==> src/rtl/n_to_binary_scanner_pkg.sv <==
// -----------------------------------------------------------------------------
// n_to_binary_scanner_pkg
//   Shared definitions for the flag-vector-to-binary-index scanner.
//   - scan_state_e : two-state FSM encoding (IDLE, SCAN), also used on the
//                    scanner's debug state output.
//   - index_width  : ceiling log2, used at elaboration to make sure the
//                    emitted index is wide enough to name every flag bit.
// -----------------------------------------------------------------------------
package n_to_binary_scanner_pkg;

  typedef enum logic {
    ST_IDLE = 1'b0,
    ST_SCAN = 1'b1
  } scan_state_e;

  // Smallest w with 2**w >= n. Evaluated only at elaboration time.
  function automatic int index_width(input int n);
    int r;
    r = 32;
    for (int w = 31; w >= 0; w--) begin
      if ((longint'(1) << w) >= longint'(n)) r = w;
    end
    return r;
  endfunction

endpackage

==> src/rtl/n_to_binary_scanner_lowest_set_bit_encoder.sv <==
// -----------------------------------------------------------------------------
// lowest_set_bit_encoder
//   Purely combinational helper for n_to_binary_scanner. Looks at the pending
//   flag vector and reports which bit the scanner emits next.
//   Ports:
//     pending    in  INPUT_WIDTH   flags still waiting to be emitted
//     index      out BINARY_WIDTH  index of the lowest set bit (0 if none)
//     clear_mask out INPUT_WIDTH   one-hot mask of that lowest set bit
//     single     out 1             exactly one bit of pending is set
// -----------------------------------------------------------------------------
module lowest_set_bit_encoder #(
  parameter int INPUT_WIDTH  = 8,
  parameter int BINARY_WIDTH = 3
) (
  input  logic [INPUT_WIDTH-1:0]  pending,
  output logic [BINARY_WIDTH-1:0] index,
  output logic [INPUT_WIDTH-1:0]  clear_mask,
  output logic                    single
);

  // Scan from the top down so the lowest set bit is the last assignment.
  always_comb begin
    index = '0;
    for (int i = INPUT_WIDTH - 1; i >= 0; i--) begin
      if (pending[i]) index = BINARY_WIDTH'(i);
    end
  end

  // x & -x isolates the lowest set bit.
  assign clear_mask = pending & (~pending + INPUT_WIDTH'(1));

  // x & (x-1) clears the lowest set bit; zero result means at most one was set.
  assign single = (pending != '0) &&
                  ((pending & (pending - INPUT_WIDTH'(1))) == '0);

endmodule

==> src/rtl/n_to_binary_scanner.sv <==
// -----------------------------------------------------------------------------
// n_to_binary_scanner
//   Serialising multi-hot to binary encoder. Accepts an INPUT_WIDTH-bit flag
//   vector and emits the binary index of every set bit, lowest first, one per
//   output handshake. A whole vector is drained before the next is accepted;
//   the last beat of a vector can overlap the acceptance of the next one, so
//   back-to-back vectors stream without a bubble.
//
//   Handshake: a transfer happens on a rising clock edge where valid and ready
//   are both high. The producer holds in_valid and in stable until accepted;
//   the scanner holds out/out_last/out_zero stable while out_valid is high and
//   out_ready is low. in_ready depends combinationally on out_ready (last beat
//   only); nothing on the output side depends combinationally on in.
//
//   Ports:
//     clock, reset_n      rising-edge clock, asynchronous active-low reset
//     in_valid/in_ready   input vector handshake
//     in                  flag vector, bit i set = index i pending
//     out_valid/out_ready index stream handshake
//     out                 index of the lowest pending bit
//     out_last            this beat is the final index of the vector
//     out_zero            beat reports an all-zero vector (optional feature)
//     dbg_state           current FSM state, for observation only
//
//   Build option N_TO_BINARY_SCANNER_ZERO_FLAG_EN: when defined, an accepted
//   all-zero vector produces one beat with out=0, out_last=1, out_zero=1.
//   When undefined, all-zero vectors are swallowed and out_zero is 0.
// -----------------------------------------------------------------------------
module n_to_binary_scanner
  import n_to_binary_scanner_pkg::*;
#(
  parameter int INPUT_WIDTH  = 8,
  parameter int BINARY_WIDTH = 3
) (
  input  logic                    clock,
  input  logic                    reset_n,
  input  logic                    in_valid,
  output logic                    in_ready,
  input  logic [INPUT_WIDTH-1:0]  in,
  output logic                    out_valid,
  input  logic                    out_ready,
  output logic [BINARY_WIDTH-1:0] out,
  output logic                    out_last,
  output logic                    out_zero,
  output scan_state_e             dbg_state
);

  if (INPUT_WIDTH < 1) begin : g_bad_input_width
    $fatal(1, "n_to_binary_scanner: INPUT_WIDTH must be >= 1");
  end
  if (BINARY_WIDTH < index_width(INPUT_WIDTH)) begin : g_bad_binary_width
    $fatal(1, "n_to_binary_scanner: BINARY_WIDTH too small for INPUT_WIDTH");
  end

  scan_state_e             r_state;
  scan_state_e             w_state_nxt;
  logic [INPUT_WIDTH-1:0]  r_pending;
  logic [INPUT_WIDTH-1:0]  w_pending_nxt;
  logic [BINARY_WIDTH-1:0] w_index;
  logic [INPUT_WIDTH-1:0]  w_clear_mask;
  logic                    w_single;
  logic                    w_zero_beat;
  logic                    w_last;
  logic                    w_accept;

  lowest_set_bit_encoder #(
    .INPUT_WIDTH  (INPUT_WIDTH),
    .BINARY_WIDTH (BINARY_WIDTH)
  ) u_lsb (
    .pending    (r_pending),
    .index      (w_index),
    .clear_mask (w_clear_mask),
    .single     (w_single)
  );

`ifdef N_TO_BINARY_SCANNER_ZERO_FLAG_EN
  // Marks a SCAN visit that carries the all-zero report rather than indices.
  logic r_zero;
  logic w_zero_nxt;
  assign w_zero_beat = r_zero;
`else
  assign w_zero_beat = 1'b0;
`endif

  assign w_last   = (r_state == ST_SCAN) && (w_single || w_zero_beat);
  // Ready in IDLE, or on the final beat of a vector when it is being taken.
  assign in_ready = (r_state == ST_IDLE) ||
                    ((r_state == ST_SCAN) && out_ready && w_last);
  assign w_accept = in_valid && in_ready;

  always_comb begin
    w_state_nxt   = r_state;
    w_pending_nxt = r_pending;
`ifdef N_TO_BINARY_SCANNER_ZERO_FLAG_EN
    w_zero_nxt    = r_zero;
`endif
    if ((r_state == ST_SCAN) && out_ready) begin
      w_pending_nxt = r_pending & ~w_clear_mask;
`ifdef N_TO_BINARY_SCANNER_ZERO_FLAG_EN
      w_zero_nxt    = 1'b0;
`endif
      if (w_last) w_state_nxt = ST_IDLE;
    end
    // Acceptance overrides the drain above, which lets the final beat of one
    // vector and the capture of the next share a cycle.
    if (w_accept) begin
      if (in != '0) begin
        w_pending_nxt = in;
        w_state_nxt   = ST_SCAN;
      end
`ifdef N_TO_BINARY_SCANNER_ZERO_FLAG_EN
      else begin
        w_pending_nxt = '0;
        w_zero_nxt    = 1'b1;
        w_state_nxt   = ST_SCAN;
      end
`endif
    end
  end

  always_ff @(posedge clock or negedge reset_n) begin
    if (!reset_n) begin
      r_state   <= ST_IDLE;
      r_pending <= '0;
    end else begin
      r_state   <= w_state_nxt;
      r_pending <= w_pending_nxt;
    end
  end

`ifdef N_TO_BINARY_SCANNER_ZERO_FLAG_EN
  always_ff @(posedge clock or negedge reset_n) begin
    if (!reset_n) r_zero <= 1'b0;
    else          r_zero <= w_zero_nxt;
  end
`endif

  // pending is zero outside SCAN, so out and out_last fall to 0 there.
  assign out_valid = (r_state == ST_SCAN);
  assign out       = w_index;
  assign out_last  = w_last;
  assign out_zero  = w_zero_beat;
  assign dbg_state = r_state;

endmodule

==> config.mk <==
export PLATFORM = sky130hd
export DESIGN_NAME = n_to_binary_scanner
export DESIGN_NICKNAME = d
export VERILOG_FILES = /design/src/rtl/n_to_binary_scanner_pkg.sv /design/src/rtl/n_to_binary_scanner_lowest_set_bit_encoder.sv /design/src/rtl/n_to_binary_scanner.sv
export SDC_FILE = /design/constraint.sdc
export NUM_CORES = 1
export LEC_CHECK = 0
export BUFFER_PORTS_ARGS = -buffer_cell sky130_fd_sc_hd__buf_4
export CAP_MARGIN = 25
export CORE_AREA = 2 2 39 41
export DETAILED_ROUTE_END_ITERATION = 8
export DIE_AREA = 0 0 41 43
export PLACE_DENSITY = 0.79
export SYNTH_ARGS = -nofsm -noshare
export SYNTH_HDL_FRONTEND = slang
export SYNTH_SLANG_ARGS = --single-unit
export TNS_END_PERCENT = 10
==> constraint.sdc <==
create_clock -name clock -period 5.1 [get_ports clock]
set_input_delay 1.02 -clock clock [delete_from_list [all_inputs] [get_ports clock]]
set_output_delay 1.02 -clock clock [all_outputs]
set_load 0.02 [all_outputs]
* Word level (Yosys, flattened, before mapping) *
Index checks and enable logic that the tools add are counted.

word-level totals
  bits in registers = 9
  logic and storage cells = 34

cells by class
  $add $sub $neg = 2
  muxes and demuxes = 15
  bitwise logic cells = 6
  reductions and logical operators = 9

operators by type and width
  cell                                                                 count
  8-bit AND                                                            3
  3-bit 2-to-1 mux                                                     8
  8-bit 2-to-1 mux                                                     3
  8-bit NOT                                                            2
  8-bit nonzero test                                                   2
  8-bit by 1-bit adder with 8-bit output (second input constant)       1
  8-bit zero test                                                      1
  8-bit by 1-bit subtractor with 8-bit output (second input constant)  1
  1-bit logical AND                                                    5
  1-bit 2-to-1 mux                                                     4
  1-bit logical OR                                                     1
  1-bit NOT                                                            1

* Depth between registers and ports, before layout *
  depth in word-level cells = 9
  gate-level depth with buffers = 6
  mapped depth without buffers = 5

* By module *
A second synthesis with hierarchy kept.

second synthesis, totals
  cell total of the unflattened synthesis = 72
  area, all modules = 668.1 sq um

by module, submodules not included
  module                  times used  cells an instance  area each (sq um)  seq. area each (sq um)
  n_to_binary_scanner     1           39                 442.9              225.2
  lowest_set_bit_encoder  1           33                 225.2              0.0

* Least setup slack after synthesis *
No wires, ideal clock.

  path kind = flip-flop to output port
  start point = register r_pending[3]
  end point = output in_ready
  arrival = 1962 ps
  required time = 4080 ps
  slack = 2118 ps
  stages on the path, launching flop included = 5
  buffers on the path = 0
  path through = dfrtp_1 or4_4 nor4_2 nor3_2 o31ai_1

between the ends
  word-level cells in the longest chain between the ends = 7
  elaborated cells on any way between the ends = 8
  those cells by class = add/sub (1); bitwise (1); reduce/logical (6)

ends and longest elaborated chain
  item                                         line                                              text
  start: declaration                           n_to_binary_scanner.sv:57                         logic [INPUT_WIDTH-1:0] r_pending;
  start signal: assignment                     n_to_binary_scanner.sv:127                        r_pending <= w_pending_nxt;
  8-bit by 1-bit subtractor with 8-bit output  n_to_binary_scanner_lowest_set_bit_encoder.sv:34  ((pending & (pending - INPUT_WIDTH'(1))) == '0);
  8-bit AND                                    n_to_binary_scanner_lowest_set_bit_encoder.sv:34
  8-bit zero test                              n_to_binary_scanner_lowest_set_bit_encoder.sv:34
  1-bit logical AND (*)                        n_to_binary_scanner_lowest_set_bit_encoder.sv:33  assign single = (pending != '0) &&
  1-bit logical AND (*)                        n_to_binary_scanner.sv:85                         assign w_last = (r_state == ST_SCAN) && (w_single || w_zero_beat);
  1-bit logical AND (*)                        n_to_binary_scanner.sv:88                         ((r_state == ST_SCAN) && out_ready && w_last);
  1-bit logical OR (*)                         n_to_binary_scanner.sv:87                         assign in_ready = (r_state == ST_IDLE) ||
  end: declaration                             n_to_binary_scanner.sv:38                         output logic in_ready,

Every way passes the cells marked *; elsewhere a longest branch is shown, timed or not.

* Final worst setup path *
Same ends and word-level chain as after synthesis.

==> results.toml <==
[global_route]
antenna_found_initial = 0
grt_use_total_pct = 22.0
grt_overflow = 0
grt_pass1_wl_um = 2530
grt_pass1_vias = 557
grt_max_degree = 10

[synth]
yosysMostFrequentCell = "dfrtp_1"
synthesis.area_um2 = 634
yosysSeqAreaShare_pct = 35.5
ys_warn_count = 0
synth_top_cell_area_share_pct = 35.5
syn_inst = 67
synth_common_cells = "dfrtp_1, a32o_1, nor2_1, or3_1, inv_1"
ys_types = 30
synth_edf_count = 0
synth_ff_type = "dfrtp_1"
avgSynthCellArea_um2 = 9.47
synth_area_leaders = "dfrtp_1, a32o_1, or3_1"
synth_top_area_cell = "dfrtp_1"
ys_async_sr_fraction_pct = 100
synth_fp_nets = 79
ys_seq_elements = 9

[drt]
wl_um = 1520
drtAntennaViolNets = 0
firstDrtPassIters = 4
wl_per_cell_um = 15.2
drt_iter0_drc = 13
drc_errors = 0
dr_total_vias = 600
vias_per_cell = 6.00

[cts]
cts_setup_buffers = 0
cts_tree = "done"
htreeDepth = 1
cts-root-buf = "clkbuf_4"
clk_latency_ps = 270
cts_buffers = 3
cts_resized = 0
cts.sink_count = 9
cts_hold_buf = 0
cts.clk_slew.worst_paths_ps = 60
cts_buffer_depth = 2

[die]
rows = 14
die_w_um = 41
die-area_mm2 = 0.00176
boundaryPins = 20
die_y_um = 43
core_area_mm2 = 0.00138
start_util_pct = 45.8

[sta]
fin_ws_ps = 1870
min_period_ps = 3230
period_share_pct = 63.3
finalHoldWorstSlack_ps = 563
slew_viol_final = 0
relSlewSlack_pct = 60.8
hold_viol = 0
setup_tns_ps = 0
rsz0062_at_grt = "false"
fmax_mhz = 310
tightestPinTransition_ps = 588
setup_viol = 0
fin_skew_ps = 2.10

[worst_setup_path]
cp.required_ps = 4080
slowest_delay_ps = 610
cp_slowest_cell = "or4_4"
path_class = "reg2out"
critical-path-top-delay-family = "simple AND/OR/NAND/NOR gates"
r2r_slack_ps = 2670
path_buf_inv = 1
cp-start-kind = "flop"
cp.arrival_ps = 2210
crit_path_end_kind = "output pin"
cp_max_fo = 8
cp_cell_sequence = "or4_4 > nor4_2 > nor3_2 > o31ai_1 > buf_4"

[layout]
synthToLayoutAreaGrowth_pct = 24.3
utilization_pct = 57.0
drive_gt1_share_pct = 31.0
nets = 97
diodes = 0

[placement]
io_buffers = 18
gp_congestion = 0.729
place_ws_ps = 2160
hpwl_um = 1150

[power_and_ir_drop]
ir_drop_v = 0.000422
cellPowerDensity_mw_per_mm2 = 774
p_leak_nw = 0.327
power_mw = 0.610

[job]
maxCapViolCount = 0

[outcome]
status = "finished clean"

[worst_hold_path]
hold_class = "in2async"
==> placed cells by master (no fill, tap or decap), types with 2 or more instances in the layout <==
master / n
a211oi_1: 2
a21oi_1: 2
a32o_1: 7
buf_4: 18
clkbuf_4: 3
dfrtp_1: 9
inv_1: 4
nand2_1: 3
nand2b_1: 3
nor2_1: 5
nor3_1: 3
or3_1: 5
or4_1: 3
==> path summary, 6_finish.rpt <==
check | start | endpoint | depth (start not counted)
max | r_pending[3] | in_ready | 5
min | reset_n | r_pending[2] | 1
max reg2reg | r_pending[3] | r_pending[6] | 5
min reg2reg | r_pending[2] | r_pending[2] | 1
max in group asynchronous | reset_n | r_pending[7] | 1
min in group clock | r_pending[2] | r_pending[2] | 1
==> stage by stage <==
| step | instances | cell area (µm²) |
|---|---|---|
| 2_1_floorplan | 67 | 634 |
| 3_3_place_gp | 96 | 762 |
| 3_5_place_dp | 96 | 762 |
| 4_1_cts | 100 | 788 |
| 5_1_grt | 100 | 788 |
| 6_report | 100 | 788 |
==> metal layers <==
| layer | GRT usage (%) | wire length (µm) | vias up |
|---|---|---|---|
| li1 | - | - | 295 |
| met4 | 18.7 | 75 | 0 |
| met3 | 3.14 | 39 | 7 |
| met5 | 0 | 0 | - |
| met2 | 30.0 | 738 | 15 |
| met1 | 28.7 | 669 | 283 |
==> area by class of cell <==
| type | count | area (µm²) |
|---|---|---|
| multi-input cells | 49 | 367 |
| well taps | 16 | 20.0 |
| flip-flops and latches | 9 | 225 |
| fillers | 128 | 596 |
| inverters | 4 | 15.0 |
| clock buffers | 4 | 26.3 |
| repair buffers | 18 | 135 |
==> registers in the layout, indices dropped and copies added, names as in the netlist <==
name       flops
r_pending      8
dbg_state      1
==> where the power goes <==
part           switching (mW)  internal, mW
logic                   0.204         0.184
registers              0.0634         0.101
clock network          0.0277        0.0303
==> logic make-up (layout without fill, tap and decap cells) <==
group | count (synthesis) | count (layout) | share of synthesized area (%)
other | 1 | 1 | 0.591
AND/OR/NAND/NOR | 28 | 28 | 27.0
flip-flops | 9 | 9 | 35.5
buffers and inverters | 9 | 26 | 6.70
AO/OA/AOI/OAI | 20 | 20 | 30.2
No activity file was read; power rests on OpenSTA's default activity.
